==> src/rtl/ps2_host_tx.sv <==
`default_nettype none
// ============================================================================
// Module      : ps2_host_tx
// Description : PS/2 host-to-device byte transmitter with open-drain line
//               control, request-to-send sequencing and device ACK check.
// Revision    : 1.0 - initial release
// ============================================================================
module ps2_host_tx #(
    parameter int INHIBIT_CYCLES = 10000,
    parameter int RTS_CYCLES     = 20,
    parameter int FILTER_LEN     = 8,
    parameter int TIMEOUT_CYCLES = 2000000
) (
    input  logic       clk,
    input  logic       reset,
    input  logic [7:0] tx_data,
    input  logic       tx_start,
    input  logic       PS2Clk,
    input  logic       PS2Data,
    output logic       ps2clk_drive_low,
    output logic       ps2data_drive_low,
    output logic       busy,
    output logic       tx_done,
    output logic       tx_error
);

    localparam int c_CNT_MAX =
        (TIMEOUT_CYCLES > INHIBIT_CYCLES)
            ? ((TIMEOUT_CYCLES > RTS_CYCLES) ? TIMEOUT_CYCLES : RTS_CYCLES)
            : ((INHIBIT_CYCLES > RTS_CYCLES) ? INHIBIT_CYCLES : RTS_CYCLES);
    localparam int c_CNT_W = $clog2(c_CNT_MAX + 1);
    localparam logic [c_CNT_W-1:0] c_INH_LAST = c_CNT_W'(INHIBIT_CYCLES - 1);
    localparam logic [c_CNT_W-1:0] c_RTS_LAST = c_CNT_W'(RTS_CYCLES - 1);
    localparam logic [c_CNT_W-1:0] c_TMO_LAST = c_CNT_W'(TIMEOUT_CYCLES - 1);
    localparam logic [c_CNT_W-1:0] c_CNT_ONE  = c_CNT_W'(1);
    localparam int c_FLT_W = $clog2(FILTER_LEN) + 1;
    localparam logic [c_FLT_W-1:0] c_FLT_LAST = c_FLT_W'(FILTER_LEN - 1);

    localparam logic [2:0] c_ST_IDLE    = 3'd0;
    localparam logic [2:0] c_ST_INHIBIT = 3'd1;
    localparam logic [2:0] c_ST_RTS     = 3'd2;
    localparam logic [2:0] c_ST_SHIFT   = 3'd3;
    localparam logic [2:0] c_ST_ACK     = 3'd4;
    localparam logic [2:0] c_ST_RELEASE = 3'd5;

    // Index 0 = PS2Clk, index 1 = PS2Data
    logic [1:0] w_line_in;
    logic [1:0] w_filt;
    assign w_line_in = {PS2Data, PS2Clk};

    genvar gi;
    generate
        for (gi = 0; gi < 2; gi++) begin : g_cond
            logic [1:0]         r_sync;
            logic               r_lvl;
            logic [c_FLT_W-1:0] r_fcnt;

            always_ff @(posedge clk) begin
                if (reset) begin
                    r_sync <= 2'b11;
                    r_lvl  <= 1'b1;
                    r_fcnt <= '0;
                end else begin
                    r_sync <= {r_sync[0], w_line_in[gi]};
                    // Level only follows after FILTER_LEN consecutive differing samples
                    if (r_sync[1] == r_lvl) begin
                        r_fcnt <= '0;
                    end else if (r_fcnt == c_FLT_LAST) begin
                        r_lvl  <= r_sync[1];
                        r_fcnt <= '0;
                    end else begin
                        r_fcnt <= r_fcnt + 1'b1;
                    end
                end
            end

            assign w_filt[gi] = r_lvl;
        end
    endgenerate

    logic w_clk_f;
    logic w_data_f;
    logic r_clk_prev;
    logic w_fall;

    assign w_clk_f  = w_filt[0];
    assign w_data_f = w_filt[1];
    assign w_fall   = r_clk_prev & ~w_clk_f;

    logic [2:0]         r_state,    w_state;
    // In SHIFT/ACK/RELEASE: clk cycles elapsed since the last fall or SHIFT entry
    logic [c_CNT_W-1:0] r_cnt,      w_cnt;
    logic [3:0]         r_bit_idx,  w_bit_idx;
    logic [8:0]         r_shift,    w_shift;
    logic               r_clk_low,  w_clk_low;
    logic               r_data_low, w_data_low;
    logic               r_busy,     w_busy;
    logic               r_done,     w_done;
    logic               r_error,    w_error;
    logic               w_timeout;

    always_ff @(posedge clk) begin
        if (reset) begin
            r_clk_prev <= 1'b1;
            r_state    <= c_ST_IDLE;
            r_cnt      <= '0;
            r_bit_idx  <= '0;
            r_shift    <= '0;
            r_clk_low  <= 1'b0;
            r_data_low <= 1'b0;
            r_busy     <= 1'b0;
            r_done     <= 1'b0;
            r_error    <= 1'b0;
        end else begin
            r_clk_prev <= w_clk_f;
            r_state    <= w_state;
            r_cnt      <= w_cnt;
            r_bit_idx  <= w_bit_idx;
            r_shift    <= w_shift;
            r_clk_low  <= w_clk_low;
            r_data_low <= w_data_low;
            r_busy     <= w_busy;
            r_done     <= w_done;
            r_error    <= w_error;
        end
    end

    always_comb begin
        w_state    = r_state;
        w_cnt      = r_cnt;
        w_bit_idx  = r_bit_idx;
        w_shift    = r_shift;
        w_clk_low  = r_clk_low;
        w_data_low = r_data_low;
        w_busy     = r_busy;
        w_done     = 1'b0;
        w_error    = 1'b0;
        w_timeout  = (r_cnt == c_TMO_LAST);

        case (r_state)
            c_ST_IDLE: begin
                w_clk_low  = 1'b0;
                w_data_low = 1'b0;
                w_busy     = 1'b0;
                if (tx_start) begin
                    w_shift   = {~^tx_data, tx_data};
                    w_bit_idx = '0;
                    w_cnt     = '0;
                    w_busy    = 1'b1;
                    w_clk_low = 1'b1;
                    w_state   = c_ST_INHIBIT;
                end
            end
            c_ST_INHIBIT: begin
                if (r_cnt == c_INH_LAST) begin
                    w_cnt      = '0;
                    w_data_low = 1'b1;
                    w_state    = c_ST_RTS;
                end else begin
                    w_cnt = r_cnt + 1'b1;
                end
            end
            c_ST_RTS: begin
                // Start bit stays on the data line as the clock is handed to the device
                if (r_cnt == c_RTS_LAST) begin
                    w_cnt     = '0;
                    w_clk_low = 1'b0;
                    w_state   = c_ST_SHIFT;
                end else begin
                    w_cnt = r_cnt + 1'b1;
                end
            end
            c_ST_SHIFT: begin
                if (w_fall) begin
                    w_cnt = c_CNT_ONE;
                    if (r_bit_idx == 4'd9) begin
                        w_data_low = 1'b0;
                        w_state    = c_ST_ACK;
                    end else begin
                        w_data_low = ~r_shift[0];
                        w_shift    = {1'b0, r_shift[8:1]};
                        w_bit_idx  = r_bit_idx + 1'b1;
                    end
                end else if (w_timeout) begin
                    w_clk_low  = 1'b0;
                    w_data_low = 1'b0;
                    w_busy     = 1'b0;
                    w_error    = 1'b1;
                    w_state    = c_ST_IDLE;
                end else begin
                    w_cnt = r_cnt + 1'b1;
                end
            end
            c_ST_ACK: begin
                if (w_fall) begin
                    w_cnt = c_CNT_ONE;
                    if (!w_data_f) begin
                        w_state = c_ST_RELEASE;
                    end else begin
                        w_busy  = 1'b0;
                        w_error = 1'b1;
                        w_state = c_ST_IDLE;
                    end
                end else if (w_timeout) begin
                    w_clk_low  = 1'b0;
                    w_data_low = 1'b0;
                    w_busy     = 1'b0;
                    w_error    = 1'b1;
                    w_state    = c_ST_IDLE;
                end else begin
                    w_cnt = r_cnt + 1'b1;
                end
            end
            c_ST_RELEASE: begin
                if (w_clk_f && w_data_f) begin
                    w_busy  = 1'b0;
                    w_done  = 1'b1;
                    w_state = c_ST_IDLE;
                end else if (w_fall) begin
                    w_cnt = c_CNT_ONE;
                end else if (w_timeout) begin
                    w_clk_low  = 1'b0;
                    w_data_low = 1'b0;
                    w_busy     = 1'b0;
                    w_error    = 1'b1;
                    w_state    = c_ST_IDLE;
                end else begin
                    w_cnt = r_cnt + 1'b1;
                end
            end
            default: begin
                w_clk_low  = 1'b0;
                w_data_low = 1'b0;
                w_busy     = 1'b0;
                w_state    = c_ST_IDLE;
            end
        endcase
    end

    assign ps2clk_drive_low  = r_clk_low;
    assign ps2data_drive_low = r_data_low;
    assign busy              = r_busy;
    assign tx_done           = r_done;
    assign tx_error          = r_error;

endmodule
`default_nettype wire

==> config.mk <==
export PLATFORM = sky130hd
export DESIGN_NAME = ps2_host_tx
export DESIGN_NICKNAME = d
export VERILOG_FILES = /design/src/rtl/ps2_host_tx.sv
export SDC_FILE = /design/constraint.sdc
export NUM_CORES = 1
export LEC_CHECK = 0
export ABC_AREA = 1
export BUFFER_PORTS_ARGS = -buffer_cell sky130_fd_sc_hd__buf_2
export CORE_ASPECT_RATIO = 0.75
export CORE_MARGIN = 4
export CORE_UTILIZATION = 45
export DETAILED_ROUTE_END_ITERATION = 6
export SYNTH_ARGS = -nofsm -noshare
export SYNTH_HDL_FRONTEND = slang
export SYNTH_SLANG_ARGS = --single-unit
export TNS_END_PERCENT = 100
==> constraint.sdc <==
create_clock -name clk -period 2.12 [get_ports clk]
set_input_delay 0.318 -clock clk [delete_from_list [all_inputs] [get_ports clk]]
set_output_delay 0.318 -clock clk [all_outputs]
set_load 0.05 [all_outputs]
==> impl_metrics.csv <==
group,metric,value,unit
floorplanning,die_h,83.2,um
detailed_routing,totalWireLength,8320,um
floorplanning,fp-row-count,27,
power_and_ir_drop,p_per_area,917,mW/mm^2
detailed_routing,routed_via_density,5.16,
critical_path,start_kind,"flip-flop",
synthesis,synthTopCellsByArea,"dfxtp_1, nand2_1, nor2_1",
power_and_ir_drop,worst_ir_drop_vdd,633,uV
critical_path,worst_ep_arrival_time,2.14,ns
worst_hold_path,hp-class,"primary input to flip-flop",
critical_path,worstPathCellList,"ha_2 -> inv_1 -> nor2_4 -> nand3_1 -> nor2_2 -> nand3_4 -> nand2_8 -> nor2_2 -> nor2_4 -> inv_4 -> nor2_1",
synthesis,yosysTopAreaCellShare,33.6,%
sta,period_share,88.1,%
detailed_routing,drt_iter0_drc,196,
clocking,cts_tree,"built",
synthesis,avgSynthCellArea,6.70,um^2
placed_design,dp_hpwl,6320,um
clocking,clkSinkCount,57,
layout,diodes,0,
clocking,clockBufferDepth,2,
floorplanning,boundaryPins,18,
job,cap_violations,0,
sta,finalCriticalPeriod,1.87,ns
clocking,cts_made_buffers,9,
critical_path,cp.required,2.40,ns
placed_design,gp_congestion,0.947,
sta,slew_headroom,68.7,%
clocking,htree_levels,3,
synthesis,synth_cells,506,
layout,drive_gt1_share,18.0,%
global_route,grt.total_usage,20.0,%
sta,setup-tns-final,0,ns
detailed_routing,drc,0,
clocking,cts_root_buffer,"clkbuf_8",
clocking,cts_setup_buffers,0,
status,status,"complete, no violations",
clocking,clk_latency,0.34,ns
placed_design,io_buffers,17,
global_route,grt_antenna_before_repair,0,
sta,slew_violations,0,
global_route,grt_max_degree,22,
detailed_routing,routedWlPerCell,13.0,um
synthesis,ys_seq_area_share,33.6,%
sta,hold_violations,0,
detailed_routing,first_pass_iters,5,
critical_path,cp-end-kind,"flip-flop",
clocking,hold_buffers,0,
synthesis,synth_cell_types,38,
synthesis,ys_seq_elements,57,
sta,fmaxAchievable,535,MHz
floorplanning,coreArea,0.00733,mm^2
critical_path,cp_top_family,"simple AND/OR/NAND/NOR gates",
synthesis,syn-num-nets,524,
synthesis,synth_area,0.00339,mm^2
critical_path,cpPeakStageDelay,0.39,ns
clocking,path_clk_slew,0.07,ns
critical_path,slowest_stage,"dfxtp_1",
global_route,overflow,0,
detailed_routing,vias,3306,
critical_path,path_class,"flip-flop to flip-flop",
layout,fin_nets,553,
floorplanning,start_util,46.3,%
detailed_routing,postRouteAntennaNets,0,
sta,skew,0.00753,ns
power_and_ir_drop,p_leak,1.56,nW
floorplanning,fp.dieArea,0.00901,mm^2
synthesis,ys_warn_count,0,
layout,final.fill_count,771,
sta,rsz0062_at_grt,"false",
sta,tightest_slew,0.466,ns
global_route,grt_pass1_vias,2952,
layout,area_growth_syn_to_layout,12.1,%
sta,setup_violations,0,
synthesis,synth_top_cell_by_area,"dfxtp_1",
global_route,grt_pass1_wl,14300,um
critical_path,path_buf_inv,2,
floorplanning,fp.dieW,108,um
critical_path,cp_max_fo,19,
sta,hold_ws,0.164,ns
==> metrics by stage <==
stage                     cell area (um^2)  setup WS, ns  total power, W  utilization [%]  cells
after floorplan                       3390         0.420         0.00231                -    506
after global placement                3610         0.260         0.00257             49.3    625
after detailed placement              3610         0.247         0.00259             49.3    625
final                                 3800         0.252         0.00349             51.9    641
after global routing                  3800        0.0352         0.00376             51.9    641
after CTS                             3800         0.228         0.00352             51.8    641
==> sequential cells by signal (all words and copies together), names as in the netlist <==
name and cells:
tx_error 1, g_cond.r_lvl 2, g_cond.r_fcnt 8, busy 1, r_state 3, r_bit_idx 4, g_cond.r_sync 4, r_cnt 21
tx_done 1, ps2clk_drive_low 1, r_shift 9, ps2data_drive_low 1, r_clk_prev 1
==> synthesized netlist by cell type <==
cell type,n
nor2_1,80
or2_2,5
nand2_1,137
nand2_2,5
buf_4,2
nand2_8,1
inv_2,11
xnor2_1,7
o22ai_1,1
buf_2,2
inv_1,41
nand3_2,5
nor2_2,5
xor2_1,5
dfxtp_1,57
nand3b_2,1
inv_6,1
o211ai_1,3
a211oi_2,1
nand3_1,41
a21oi_1,15
a31oi_1,9
nand4_1,10
nor3b_1,3
a31o_2,1
o21bai_1,3
nor3_1,5
inv_4,1
a21oi_2,5
nor4_1,1
nand3_4,3
ha_1,5
o21ai_0,20
buf_12,1
nor2_4,8
a211o_1,1
or2_0,1
clkbuf_1,3
==> what timing repair did <==
action / CTS / global route
resized for setup: 0 / 2
endpoints found under the hold margin: 0 / 0
setup endpoints to repair: 0 / 12
==> layer usage <==
metal  vias to the layer above  global-route usage, %  part of all wire [%]
met5                         -                      0                     0
met4                         0                   5.16                   1.3
met3                        13                   5.28                   6.8
met2                       106                   26.4                    39
met1                      1489                   31.4                    53
li1                       1698                      -                     -
==> logic make-up (layout without fill, tap and decap cells) <==
kind of cell,after synthesis,in the layout,share of synthesized area [%]
buf+inv,62,96,7.86
flops,57,57,33.6
fa+ha+maj,5,5,1.84
compound gates,59,59,10.5
xor+xnor,12,12,3.10
simple gates,311,311,43.0
==> worst paths after layout <==
path                                           from             endpoint  slack [ns]  depth (start not counted)
worst max-delay path                       r_cnt[1]             r_cnt[8]        0.25                         11
worst min register to register  g_cond[0].r_sync[0]  g_cond[0].r_sync[1]        0.41                          1
worst min-delay path                         PS2Clk  g_cond[0].r_sync[0]        0.16                          2
worst max register to register             r_cnt[1]             r_cnt[8]        0.25                         11
==> power breakdown <==
group | switching [W] | internal (W) | total (W) | leakage, nW
Sequential | 0.000106 | 0.00122 | 0.00133 | 0.464
Combinational | 0.000862 | 0.000381 | 0.00124 | 1.01
Clock | 0.000438 | 0.000480 | 0.000918 | 0.0911
Total | 0.00141 | 0.00208 | 0.00349 | 1.56
==> cell usage in the layout (no fill, tap or decap), types with 2 or more instances in the layout <==
cell,n
nand3_2,5
a31oi_1,9
inv_1,41
clkbuf_8,11
dfxtp_1,57
buf_2,17
a21oi_1,15
o21bai_1,3
nor3_1,5
o21ai_0,20
nand3_1,41
ha_1,4
buf_4,9
inv_2,11
clkinvlp_4,2
nor2_4,8
a21oi_2,5
xnor2_1,7
nor2_2,5
nand3_4,3
xor2_1,5
nor2_1,80
nand2_1,136
o211ai_1,3
clkinv_2,3
nand4_1,10
or2_2,5
nand2_2,6
nor3b_1,3
==> layout make-up <==
| cell class | instances | area (um^2) | share of cell area [%] |
|---|---|---|---|
| multi-input cells | 387 | 1990 | 52.3 |
| flip-flops and latches | 57 | 1140 | 30.0 |
| well taps | 101 | 126 | 3.32 |
| repair buffers | 26 | 153 | 4.02 |
| clock inverters | 5 | 30.0 | 0.790 |
| clock buffers | 11 | 151 | 3.98 |
| inverters | 54 | 210 | 5.53 |
==> worst reg2reg max path, delay by kind of cell, from the launching register on <==
family | cells | cell delay (ns)
and+or+nand+nor | 8 | 0.99
DFF | 1 | 0.39
adders and majority gates | 1 | 0.25
buffers and inverters | 2 | 0.17
(Power assumes the default switching activity.)
